==> config.mk <==
export PLATFORM = sky130hd
export DESIGN_NAME = csr_timer
export DESIGN_NICKNAME = d
export VERILOG_FILES = /design/src/rtl/csr_timer.sv
export SDC_FILE = /design/constraint.sdc
export NUM_CORES = 1
export LEC_CHECK = 0
export CAP_MARGIN = 20
export CORE_ASPECT_RATIO = 0.6
export CORE_MARGIN = 5
export CORE_UTILIZATION = 36
export DETAILED_ROUTE_END_ITERATION = 16
export PLACE_DENSITY = 0.5
export SYNTH_ARGS = -nofsm -noshare
export SYNTH_HDL_FRONTEND = slang
export SYNTH_SLANG_ARGS = --single-unit
export TNS_END_PERCENT = 100
==> constraint.sdc <==
create_clock -name clk -period 7.45 [get_ports clk]
set_input_delay 1.1175 -clock clk [delete_from_list [all_inputs] [get_ports clk]]
set_output_delay 1.1175 -clock clk [all_outputs]
set_load 0.05 [all_outputs]
==> src/rtl/csr_timer.sv <==
// Machine timer on the CSR bus: 64-bit mtime with prescaled tick, 64-bit mtimecmp
// and a level timer interrupt.
module csr_timer #(
   parameter logic [11:0] BASE_ADDR  = 12'h7c2,
   parameter int          CLOCK_RATE = 12_000_000,
   parameter int          TICK_RATE  = 1_000_000
) (
   input  logic        clk,
   input  logic        rst,
   input  logic        read,
   input  logic [2:0]  modify,
   input  logic [31:0] wdata,
   input  logic [11:0] addr,
   output logic [31:0] rdata,
   output logic        valid,
   output logic        irq_timer
);

   localparam int          PRE_RST_I = CLOCK_RATE / TICK_RATE - 1;
   localparam logic [15:0] PRE_RST   = PRE_RST_I[15:0];

   logic [63:0] mtime_q, mtime_d;
   logic [63:0] mtimecmp_q, mtimecmp_d;
   logic        en_q, en_d;
   logic [15:0] pre_q, pre_d;
   logic [15:0] cnt_q, cnt_d;
   logic        irq_q, irq_d;

   logic [11:0] off_s;
   logic        hit_s;
   logic        wr_s;
   logic        tick_s;
   logic [31:0] cur_s;
   logic [31:0] wval_s;

   // Decode, read mux and combined write/tick next-state logic.
   always_comb begin
      off_s = addr - BASE_ADDR;
      hit_s = (off_s < 12'd5);
      case (off_s)
         12'd0:   cur_s = mtime_q[31:0];
         12'd1:   cur_s = mtime_q[63:32];
         12'd2:   cur_s = mtimecmp_q[31:0];
         12'd3:   cur_s = mtimecmp_q[63:32];
         12'd4:   cur_s = {pre_q, 15'd0, en_q};
         default: cur_s = 32'd0;
      endcase
      rdata = hit_s ? cur_s : 32'd0;
      valid = hit_s & (read | (modify != 3'b000));

      wr_s = 1'b0;
      case (modify)
         3'b001: begin wval_s = wdata;          wr_s = hit_s; end
         3'b010: begin wval_s = cur_s | wdata;  wr_s = hit_s; end
         3'b011: begin wval_s = cur_s & ~wdata; wr_s = hit_s; end
         default: wval_s = cur_s;
      endcase

      tick_s     = en_q & (cnt_q == pre_q);
      cnt_d      = (!en_q || tick_s) ? 16'd0 : cnt_q + 16'd1;
      // The increment (and its carry) uses the pre-write value; a written half overrides it.
      mtime_d    = mtime_q + {63'd0, tick_s};
      mtimecmp_d = mtimecmp_q;
      en_d       = en_q;
      pre_d      = pre_q;
      if (wr_s) begin
         case (off_s)
            12'd0: mtime_d[31:0]     = wval_s;
            12'd1: mtime_d[63:32]    = wval_s;
            12'd2: mtimecmp_d[31:0]  = wval_s;
            12'd3: mtimecmp_d[63:32] = wval_s;
            12'd4: begin
               en_d  = wval_s[0];
               pre_d = wval_s[31:16];
               cnt_d = 16'd0;
            end
            default: begin
               en_d = en_q;
            end
         endcase
      end else begin
         en_d = en_q;
      end
      irq_d = en_d & (mtime_d >= mtimecmp_d);
   end

   // State registers with asynchronous reset.
   always_ff @(posedge clk or posedge rst) begin
      if (rst) begin
         mtime_q    <= 64'd0;
         mtimecmp_q <= 64'hFFFF_FFFF_FFFF_FFFF;
         en_q       <= 1'b0;
         pre_q      <= PRE_RST;
         cnt_q      <= 16'd0;
         irq_q      <= 1'b0;
      end else begin
         mtime_q    <= mtime_d;
         mtimecmp_q <= mtimecmp_d;
         en_q       <= en_d;
         pre_q      <= pre_d;
         cnt_q      <= cnt_d;
         irq_q      <= irq_d;
      end
   end

   assign irq_timer = irq_q;

endmodule

# After elaboration in Yosys (flattened, before gate mapping)
# Index checks and enable logic that the tools add are counted.
[op_classes]
add_sub_neg = 3
magnitude_cmp = 2
eq_ne = 8
n_mux = 15
bitwise = 7
n_reduce_logical = 6
[ops]
columns = ["cell", "count"]
rows = [
  ["$mux W32", 5],
  ["$pmux W32 S5", 1],
  ["$mux W64", 2],
  ["$pmux W32 S3", 1],
  ["$add A64 B1 Y64", 1],
  ["$ge A64 B64 Y1", 1],
  ["$mux W16", 3],
  ["$and A32 B32 Y32", 1],
  ["$not A32 Y32", 1],
  ["$or A32 B32 Y32", 1],
  ["$eq A12 B2 Y1 const B", 2],
  ["$add A16 B1 Y16 const B", 1],
  ["$eq A16 B16 Y1", 1],
  ["$eq A12 B1 Y1 const B", 1],
  ["$eq A12 B3 Y1 const B", 1],
  ["$logic_not A12 Y1", 1],
  ["$lt A12 B3 Y1 const B", 1],
  ["$sub A12 B11 Y12 const B", 1],
  ["$eq A3 B2 Y1 const B", 2],
  ["$and A1 B1 Y1", 3],
  ["$eq A3 B1 Y1 const B", 1],
  ["$mux W1", 3],
  ["$reduce_bool A3 Y1", 1],
  ["$reduce_or A3 Y1", 1],
  ["other kinds (4)", 4],
]
[totals]
regBits = 162
in_bits = 50

# Longest topological paths before layout
# Gate-level depths: netlist of the first run.
[logic_depth]
word_depth = 9
depth_mapped = 23

# Worst setup path before layout of the first run
# Ideal clock, no wire load.
[synth_path]
path_kind = "input-to-reg"
startpoint = "in addr[1]"
endpoint = "reg irq_q (netlist: irq_timer)"
setup_ns = 0.087
arrival_ns = 5.155
path_slack_ns = 2.208
path_stages = 20
n_path_buf = 4
path_cell_list = "buf_4 -> inv_1 -> ha_1 -> nor2b_1 -> and3_1 -> buf_2 -> buf_4 -> buf_2 -> a22oi_1 -> a21oi_1 -> o22ai_2 -> o21a_1 -> ha_1 -> nand2_1 -> nor3_1 -> o211ai_1 -> o211a_1 -> o31ai_1 -> nand3_1 -> a22oi_1"
[synth_via]
elab_chain_len = 9
[synth_rtl]
columns = ["element", "line_no", "source"]
rows = [
  ["start, declared", "13", "input logic [11:0] addr,"],
  ["$sub A12 B11 Y12 (*)", "38", "off_s = addr - BASE_ADDR;"],
  ["$eq A12 B3 Y1, or another cell as far along", "40, 67", ""],
  ["$pmux W32 S5", "40", "case (off_s)"],
  ["$and A32 B32 Y32 or $or A32 B32 Y32 (tied branches)", "55, 54", ""],
  ["$pmux W32 S3", "52", "case (modify)"],
  ["$mux W32", "67", "case (off_s)"],
  ["$mux W64", "66", "if (wr_s) begin"],
  ["$ge A64 B64 Y1", "84", "irq_d = en_d & (mtime_d >= mtimecmp_d);"],
  ["$and A1 B1 Y1 (*)", "84", ""],
  ["net irq_d", "27", "logic irq_q, irq_d;"],
  ["end signal, assigned", "102", "irq_q <= irq_d;"],
  ["end, declared", "27", ""],
]
# Mark *: on every way through the listed nets, which the timed path passes. The rest lies on a longest branch.
# A chain may end at the register's enable or synchronous reset.

# Worst setup path after layout of the first run
[layout_path]
startpoint = "in addr[1]"
endpoint = "out rdata[30]"
[layout_via]
elab_chain_len = 4
[layout_rtl]
columns = ["element", "line_no", "source"]
rows = [
  ["$sub A12 B11 Y12 (*)", "38", ""],
  ["parallel branches: the longest is 2 deep, another holds $lt A12 B3 Y1", "-", ""],
  ["$mux W32 (*)", "48", "rdata = hit_s ? cur_s : 32'd0;"],
  ["end, declared", "14", "output logic [31:0] rdata,"],
]
# Mark *: on every way between the ends.

==> flow_summary.rst, run 1 <==
.. list-table::
   :header-rows: 1

   * - Metric
     - Value
   * - Die outline width
     - 239 microns
   * - Kind of critical path
     - primary input to primary output
   * - Max Cap Violations
     - 0
   * - Number of buffers added to fix hold violations after cts
     - 0
   * - Synth Cell Area
     - 11300 sq um
   * - Share of total power in the clock network
     - 45.2%
   * - Via/cell ratio
     - 5.70
   * - Result of the run
     - finished, final reports clean
   * - Final design area excluding fillers
     - 13100 sq um
   * - Number of warning messages in the yosys log
     - 0
   * - Count of buffers added by post-CTS timing repair for setup
     - 0
   * - Required arrival time at the worst endpoint
     - 6.33 ns
   * - Number of distinct standard cells referenced by the synthesized netlist
     - 64
   * - Avg Cell Area, Syn
     - 8.70 sq um
   * - Number of nets at the end of the flow
     - 1476
   * - Arrival time of data at the critical path endpoint
     - 5.32 ns
   * - Routed wirelength normalized by instance count
     - 23.1 microns
   * - Half-perimeter wire length of the detailed placement result
     - 30.4 mm
   * - Count of final hold-check violations
     - 0
   * - Number of search-and-repair iterations in the first detailed-routing pass
     - 7
   * - Number of diodes added for antenna fixing
     - 0
   * - Part of the total power dissipated in sequential elements
     - 45.6%
   * - Worst slack on hold paths
     - 0.493 ns
   * - Post-synth top area cell
     - sky130_fd_sc_hd__dfrtp_1
   * - Share of the cycle needed by the critical path after routing
     - 86.4%
   * - Period minus WS final
     - 6.44 ns
   * - Total number of placement rows
     - 50
   * - Worst Max-Slew Pin Slew
     - 1.08 ns
   * - Most frequently used flop master after synthesis
     - sky130_fd_sc_hd__dfrtp_1
   * - Net Count, Synth
     - 1420
   * - Total power density per cell area
     - 148 nW/um^2
   * - Total detailed-routing wirelength
     - 41.4 mm
   * - Proportion of layout cells with a drive suffix above 1
     - 12.0%
   * - Pin count of the biggest net entering global routing
     - 96
   * - Total core area
     - 31100 sq um
   * - DRC violation count after routing
     - 0
   * - Initial antenna violation count
     - 1
   * - Multi-input combinational cell area
     - 6780 sq um
   * - Crit end category
     - primary output
   * - Global routing usage summed across all routing layers
     - 23.5%
   * - Worst clock skew on the final layout
     - 0.0112 ns
   * - Clock buffer depth
     - 2
   * - Cts repair resizes
     - 0
   * - Relative area change from synthesis to final layout
     - 15.9%
   * - Syn Inst Count
     - 1302
   * - Clock-pin slew reported for the worst setup and hold paths after clock tree synthesis
     - 0.06 ns
   * - Buffer type at the clock tree root
     - sky130_fd_sc_hd__clkbuf_16
   * - Number of fill cells
     - 3122
   * - Via count of the first global-routing pass
     - 9599
   * - Clock H-tree levels
     - 4
   * - Cell-internal power
     - 0.00144 W
   * - Die Outline Area
     - 35200 sq um
   * - Height of the die
     - 147 microns
   * - Switching share of total power
     - 26.2%
   * - Flops & latches, synth
     - 162
   * - Nature of the critical path startpoint
     - primary input
   * - Num ports
     - 84
   * - Leakage power figure
     - 5.20 nW
   * - Port buffer count
     - 83
   * - Unrepaired setup endpoints after global routing
     - no
   * - Top cell type's share of synthesized area
     - 21.0%
   * - Part of the power in combinational logic
     - 9.2%
   * - Switching power of the nets
     - 0.000511 W
   * - Cell types with the largest area share after synthesis
     - sky130_fd_sc_hd__dfrtp_1 (21%), sky130_fd_sc_hd__dfstp_2 (16%), sky130_fd_sc_hd__ha_1 (7.5%)
   * - Initial core utilization
     - 36.4%
   * - Slew margin rel.
     - 28.1%
   * - Storage element area
     - 4140 sq um
   * - Wire length of the first global-routing pass
     - 62.9 mm
   * - DR vias
     - 10200
   * - Fraction of registers with async set or reset after synthesis
     - 100%
   * - Area post-placement
     - 12600 sq um
   * - Count of final max-slew check failures
     - 0
   * - Number of buffers created by CTS
     - 17
   * - CTS sink cnt
     - 162
   * - Share of the yosys chip area belonging to registers
     - 36.5%
   * - GRT Residual Overflow
     - 0
   * - Post-route antenna net violation count
     - 0
   * - Max frequency
     - 0.155 GHz
   * - Path type of the worst min-delay path
     - flop to flop
   * - Worst-Skew Late Latency
     - 0.46 ns
   * - Number of violations reported at the end of detailed-routing iteration 0
     - 1110
   * - CTS tree
     - done
   * - Pwr Total
     - 0.00195 W
   * - Worst-case vdd ir drop
     - 172 uV
   * - Max Fanout on Critical Path
     - 14
   * - Count of flip-flops with a built-in enable after synthesis
     - 0
   * - Setup TNS
     - 0 ns
   * - Final-report setup violation count
     - 0
   * - Routability congestion estimate
     - 0.887
==> path summary, 6_finish.rpt <==
check / start / endpoint / slack, ns / cells past startpoint
worst max-delay path: addr[1] / rdata[30] / 1.01 / 9
worst min-delay path: mtimecmp_q[51]$_DFF_PP1_ / mtimecmp_q[51]$_DFF_PP1_ / 0.49 / 2
worst max register to register: pre_q[3]$_DFFE_PP1P_ / irq_timer$_DFF_PP0_ / 1.38 / 20
worst min register to register: mtimecmp_q[51]$_DFF_PP1_ / mtimecmp_q[51]$_DFF_PP1_ / 0.49 / 2
max in group asynchronous: rst / cnt_q[11]$_DFF_PP0_ / 4.71 / 3
min in group asynchronous: rst / mtime_q[11]$_DFF_PP0_ / 1.24 / 2
==> layer usage <==
| layer | global-route usage, % | part of all wire [%] | up-vias |
|---|---|---|---|
| met5 | 0 | 0 | - |
| met4 | 5.22 | 1.2 | 0 |
| met3 | 4.98 | 8.0 | 31 |
| met2 | 29.7 | 37 | 368 |
| met1 | 39.4 | 54 | 4985 |
| li1 | - | - | 4803 |
==> synth_stat cells, drive strengths merged, types with 2 or more instances <==
cell type	n
clkbuf	25
nor3	14
o31ai	2
dfrtp	95
and4	8
o21a	63
xnor2	60
nand3	58
o21ai	138
nor4	12
a22oi	32
o211ai	2
buf	47
and3b	2
nand4	33
and3	34
xor2	58
a222oi	17
nand2b	4
and2	14
dfstp	67
a21oi	56
a221oi	4
a2111oi	2
o221ai	3
inv	21
mux2	4
a22o	7
ha	68
nor2	97
nor3b	5
a211oi	7
nor2b	3
nand2	205
a21o	5
o22ai	7
mux2i	13
==> critical path, stage by stage <==
cell	delay [ns]
sky130_fd_sc_hd__clkdlybuf4s50_1	0.65
sky130_fd_sc_hd__inv_1	0.16
sky130_fd_sc_hd__ha_1	0.28
sky130_fd_sc_hd__xnor2_2	0.50
sky130_fd_sc_hd__and2_1	0.75
sky130_fd_sc_hd__a222oi_1	0.29
sky130_fd_sc_hd__and3_1	0.26
sky130_fd_sc_hd__nor2_1	0.39
sky130_fd_sc_hd__clkdlybuf4s50_1	0.90
==> registers in the layout, summed over array words and instances, names as in the netlist <==
register    cells
irq_timer       1
en_q            1
cnt_q          16
mtimecmp_q     64
pre_q          16
mtime_q        64
==> power by group through the flow <==
stage	registers (W)	logic, W	clock network (W)
floorplan	0.000902	0.0000998	0
global placement	0.000903	0.000177	0
detailed placement	0.000903	0.000177	0
CTS	0.000888	0.000178	0.000896
global route	0.000888	0.000194	0.000935
finish	0.000888	0.000179	0.000880
==> final cells by class <==
class,count,area share (%)
clock buffer,21,3.35
clock inverter,11,0.867
inverter,21,0.638
multi-input combinational,1047,51.6
sequential,162,31.5
tap,416,3.96
timing repair buffer,109,8.06
==> metrics by stage <==
stage          instances  util [%]  setup WS, ns
2_1_floorplan       1302         -          2.07
3_3_place_gp        1755      40.5         0.972
3_5_place_dp        1755      40.5          1.01
4_1_cts             1787      42.2          1.18
5_1_grt             1787      42.2         0.918
6_report            1787      42.2          1.01
==> kinds of logic (layout without fill, tap and decap cells) <==
family,count (synthesis),after routing,share of synthesized area [%]
and+or+nand+nor,493,493,20.7
AOI/OAI and AO/OA,351,351,20.7
DFF,162,162,36.5
xor gates and xnor gates,118,118,9.19
buffers and inverters,93,162,3.89
adders and majority gates,68,68,7.51
muxes,17,17,1.55
==> placed cells by master, fill, tap and decap left out, drive strengths merged, types with 27 or more instances in the layout <==
cell,count
buf,27
o21ai,138
dfstp,67
o21a,63
nand2,205
clkdlybuf4s50,82
ha,68
xnor2,60
and3,34
nand3,58
a22oi,32
xor2,58
nor2,97
a21oi,56
nand4,33
dfrtp,95
Power figures use the tool's default switching activity.
==> run 2, diff against run 1 <==
- CORE_MARGIN: 5 -> not set
==> run 2 against run 1 <==
- clock power up 2.4%
- power up 1.1%
- clock skew about the same
- count of clock-buffer cells in the layout up 2
- non-clock buffer count up 6
- utilization up 1.0 points
- worst hold slack worse by 0.0017 ns
- fmax up 0.50%
- critical path type unchanged
- die area down 8.6%
- via count up 0.60%
- register-to-register slack worse by 0.12 ns
==> flow_summary.rst, run 2 (same netlist as run 1, synthesis figures left out) <==
.. list-table::
   :header-rows: 1

   * - Metric
     - Value
   * - Result of the run
     - finished, final reports clean (unchanged)
   * - Number of cells on the worst hold path
     - 2 (unchanged)
   * - Setup TNS
     - 0 ns (unchanged)
   * - CTS sink cnt
     - 162 (unchanged)
   * - Num ports
     - 84 (unchanged)
   * - Slowest library cell on the worst path
     - sky130_fd_sc_hd__nor4b_4 (was sky130_fd_sc_hd__clkdlybuf4s50_1)
   * - Max Cap Violations
     - 0 (unchanged)
   * - Worst-Skew Late Latency
     - 0.45 ns (was 0.46 ns)
   * - Die outline width
     - 231 microns (was 239 microns)
   * - Total detailed-routing wirelength
     - 40.7 mm (was 41.4 mm)
   * - Buf/Inv on CP
     - 4 (was 3)
   * - Number of violations reported at the end of detailed-routing iteration 0
     - 1112 (was 1110)
   * - Number of nets at the end of the flow
     - 1482 (was 1476)
   * - DRC violation count after routing
     - 0 (unchanged)
   * - Worst Reg-to-Reg Cells
     - 20 (unchanged)
   * - Period minus WS final
     - 6.40 ns (was 6.44 ns)
   * - Path type of the worst min-delay path
     - flop to flop (unchanged)
   * - Height of the die
     - 139 microns (was 147 microns)
   * - CTS tree
     - done (unchanged)
   * - Pwr Total
     - 0.00197 W (was 0.00195 W)
   * - Clock buffer depth
     - 2 (unchanged)
   * - Buffer type at the clock tree root
     - sky130_fd_sc_hd__clkbuf_16 (unchanged)
   * - Count of final hold-check violations
     - 0 (unchanged)
   * - Largest registers
     - mtime_q x64, mtimecmp_q x64 (unchanged)
   * - Slew margin rel.
     - 24.0% (was 28.1%)
   * - Maximum cell stage delay along the critical path
     - 1.01 ns (was 0.90 ns)
   * - Worst-case vdd ir drop
     - 159 uV (was 172 uV)
   * - Worst Max-Slew Pin Slew
     - 1.13 ns (was 1.08 ns)
   * - Leakage power figure
     - 5.23 nW (was 5.20 nW)
   * - Half-perimeter wire length of the detailed placement result
     - 30.2 mm (was 30.4 mm)
   * - Total power density per cell area
     - 149 nW/um^2 (was 148 nW/um^2)
   * - Count of buffers added by post-CTS timing repair for setup
     - 0 (unchanged)
   * - Count of final max-slew check failures
     - 0 (unchanged)
   * - Proportion of layout cells with a drive suffix above 1
     - 12.3% (was 12.0%)
   * - Area post-placement
     - 12600 sq um (about the same)
   * - Wire length of the first global-routing pass
     - 61.6 mm (was 62.9 mm)
   * - Part of the power in combinational logic
     - 9.1% (was 9.2%)
   * - Final-report setup violation count
     - 0 (unchanged)
   * - Most numerous cell on the critical path
     - sky130_fd_sc_hd__clkdlybuf4s50_1 (unchanged)
   * - Share of total power in the clock network
     - 45.8% (was 45.2%)
   * - Worst slack on hold paths
     - 0.491 ns (was 0.493 ns)
   * - Number of buffers added to fix hold violations after cts
     - 0 (unchanged)
   * - Number of buffers created by CTS
     - 17 (unchanged)
   * - Crit end category
     - primary output (unchanged)
   * - Port buffer count
     - 83 (unchanged)
   * - Cts repair resizes
     - 0 (unchanged)
   * - Unrepaired setup endpoints after global routing
     - no (unchanged)
   * - Post-route antenna net violation count
     - 0 (unchanged)
   * - Required arrival time at the worst endpoint
     - 6.33 ns (about the same)
   * - Share of the cycle needed by the critical path after routing
     - 86.0% (was 86.4%)
   * - Most common library cell in the layout ignoring fill and taps
     - sky130_fd_sc_hd__nand2_1 (unchanged)
   * - Cell-internal power
     - 0.00147 W (was 0.00144 W)
   * - Path length in cells of the critical path
     - 9 (unchanged)
   * - Worst clock skew on the final layout
     - 0.0109 ns (was 0.0112 ns)
   * - Arrival time of data at the critical path endpoint
     - 5.29 ns (was 5.32 ns)
   * - Core occupancy in the finished layout
     - 43.3% (was 42.2%)
   * - Nature of the critical path startpoint
     - primary input (unchanged)
   * - Switching share of total power
     - 25.4% (was 26.2%)
   * - Number of search-and-repair iterations in the first detailed-routing pass
     - 6 (was 7)
   * - Pin count of the biggest net entering global routing
     - 66 (was 96)
   * - Worst path top cell family by delay
     - buffers and inverters (unchanged)
   * - Total number of placement rows
     - 49 (was 50)
   * - DR vias
     - 10200 (about the same)
   * - Part of the total power dissipated in sequential elements
     - 45.1% (was 45.6%)
   * - Routability congestion estimate
     - 0.900 (was 0.887)
   * - Initial antenna violation count
     - 0 (was 1)
   * - Clock H-tree levels
     - 4 (unchanged)
   * - Max Fanout on Critical Path
     - 14 (unchanged)
   * - Final design area excluding fillers
     - 13200 sq um (was 13100 sq um)
   * - Die Outline Area
     - 32200 sq um (was 35200 sq um)
   * - Routed wirelength normalized by instance count
     - 22.8 microns (was 23.1 microns)
   * - Relative area change from synthesis to final layout
     - 16.4% (was 15.9%)
   * - Via/cell ratio
     - 5.74 (was 5.70)
   * - GRT Residual Overflow
     - 0 (unchanged)
   * - Max frequency
     - 0.156 GHz (was 0.155 GHz)
   * - Top library cells by usage in the layout, fill and taps aside
     - sky130_fd_sc_hd__nand2_1 (205), sky130_fd_sc_hd__nor2_1 (96), sky130_fd_sc_hd__dfrtp_1 (95), sky130_fd_sc_hd__o21ai_0 (89), sky130_fd_sc_hd__clkdlybuf4s50_1 (82) (unchanged)
   * - Kind of critical path
     - primary input to primary output (unchanged)
   * - Total core area
     - 30500 sq um (was 31100 sq um)
   * - Via count of the first global-routing pass
     - 9560 (was 9599)
   * - Number of diodes added for antenna fixing
     - 0 (unchanged)
   * - Sequence of cells on the critical path
     - clkdlybuf4s50_1 -> inv_1 -> ha_1 -> xnor2_2 -> nor4b_4 -> buf_4 -> a22oi_1 -> a21oi_1 -> clkdlybuf4s50_1 (was clkdlybuf4s50_1 -> inv_1 -> ha_1 -> xnor2_2 -> and2_1 -> a222oi_1 -> and3_1 -> nor2_1 -> clkdlybuf4s50_1)
   * - Clock-pin slew reported for the worst setup and hold paths after clock tree synthesis
     - 0.06 ns (about the same)
   * - Initial core utilization
     - 37.2% (was 36.4%)
   * - Global routing usage summed across all routing layers
     - 25.6% (was 23.5%)
   * - Switching power of the nets
     - 0.000501 W (was 0.000511 W)
## run 2: cell types whose count changed in the layout (fill, tap and decap cells not counted), sizes merged
cell | previous run | this run
clkinvlp | 2 | 3
buf | 27 | 33
clkinv | 7 | 4
clkbuf | 21 | 23
## run 2: stage by stage
stage,worst slack (ns),std cells
after CTS,1.07,1785
after global routing,0.807,1785
after detailed placement,0.902,1753
final,1.05,1785
after global placement,0.968,1753
after floorplan,2.07,1302
## run 2: layout make-up
type,count,area [sq um]
inverters,21,83.8
multi-input cells,1047,6780
well taps,408,510
clock buffers,23,479
clock inverters,9,106
fillers,3091,17300
flip-flops and latches,162,4140
repair buffers,115,1090
## run 2: routing by layer
| metal | routed length (microns) | GRT usage, % | vias up |
|---|---|---|---|
| li1 | - | - | 4817 |
| met3 | 3460 | 5.64 | 40 |
| met2 | 15200 | 32.3 | 385 |
| met1 | 21500 | 42.4 | 5006 |
| met4 | 486 | 5.82 | 0 |
| met5 | 0 | 0 | - |
## run 2: path summary, 6_finish.rpt
kind	end	start	slack, ns
max	rdata[22]	addr[1]	1.05
min	mtimecmp_q[16]$_DFF_PP1_	mtimecmp_q[16]$_DFF_PP1_	0.49
max reg2reg	irq_timer$_DFF_PP0_	pre_q[13]$_DFFE_PP0P_	1.26
min reg2reg	mtimecmp_q[16]$_DFF_PP1_	mtimecmp_q[16]$_DFF_PP1_	0.49
max in group asynchronous	mtime_q[60]$_DFF_PP0_	rst	5.05
min in group asynchronous	mtime_q[46]$_DFF_PP0_	rst	1.09
## run 2: power groups by stage
| stage | logic (W) | clock network, W | registers (W) |
|---|---|---|---|
| after detailed placement | 0.000178 | 0 | 0.000903 |
| final | 0.000180 | 0.000901 | 0.000888 |
| after floorplan | 0.0000998 | 0 | 0.000902 |
| after CTS | 0.000180 | 0.000919 | 0.000888 |
| after global routing | 0.000195 | 0.000950 | 0.000888 |
| after global placement | 0.000179 | 0 | 0.000903 |
## run 2: worst register-to-register path: cells and delay by family, from the launching register on
kind / cells / cell delay [ns]
AOI/OAI and AO/OA: 6 / 1.35
DFF: 1 / 0.42
adders and majority gates: 3 / 0.83
muxes: 1 / 0.18
xor gates and xnor gates: 2 / 0.33
and+or+nand+nor: 7 / 2.68
buffers and inverters: 1 / 0.27
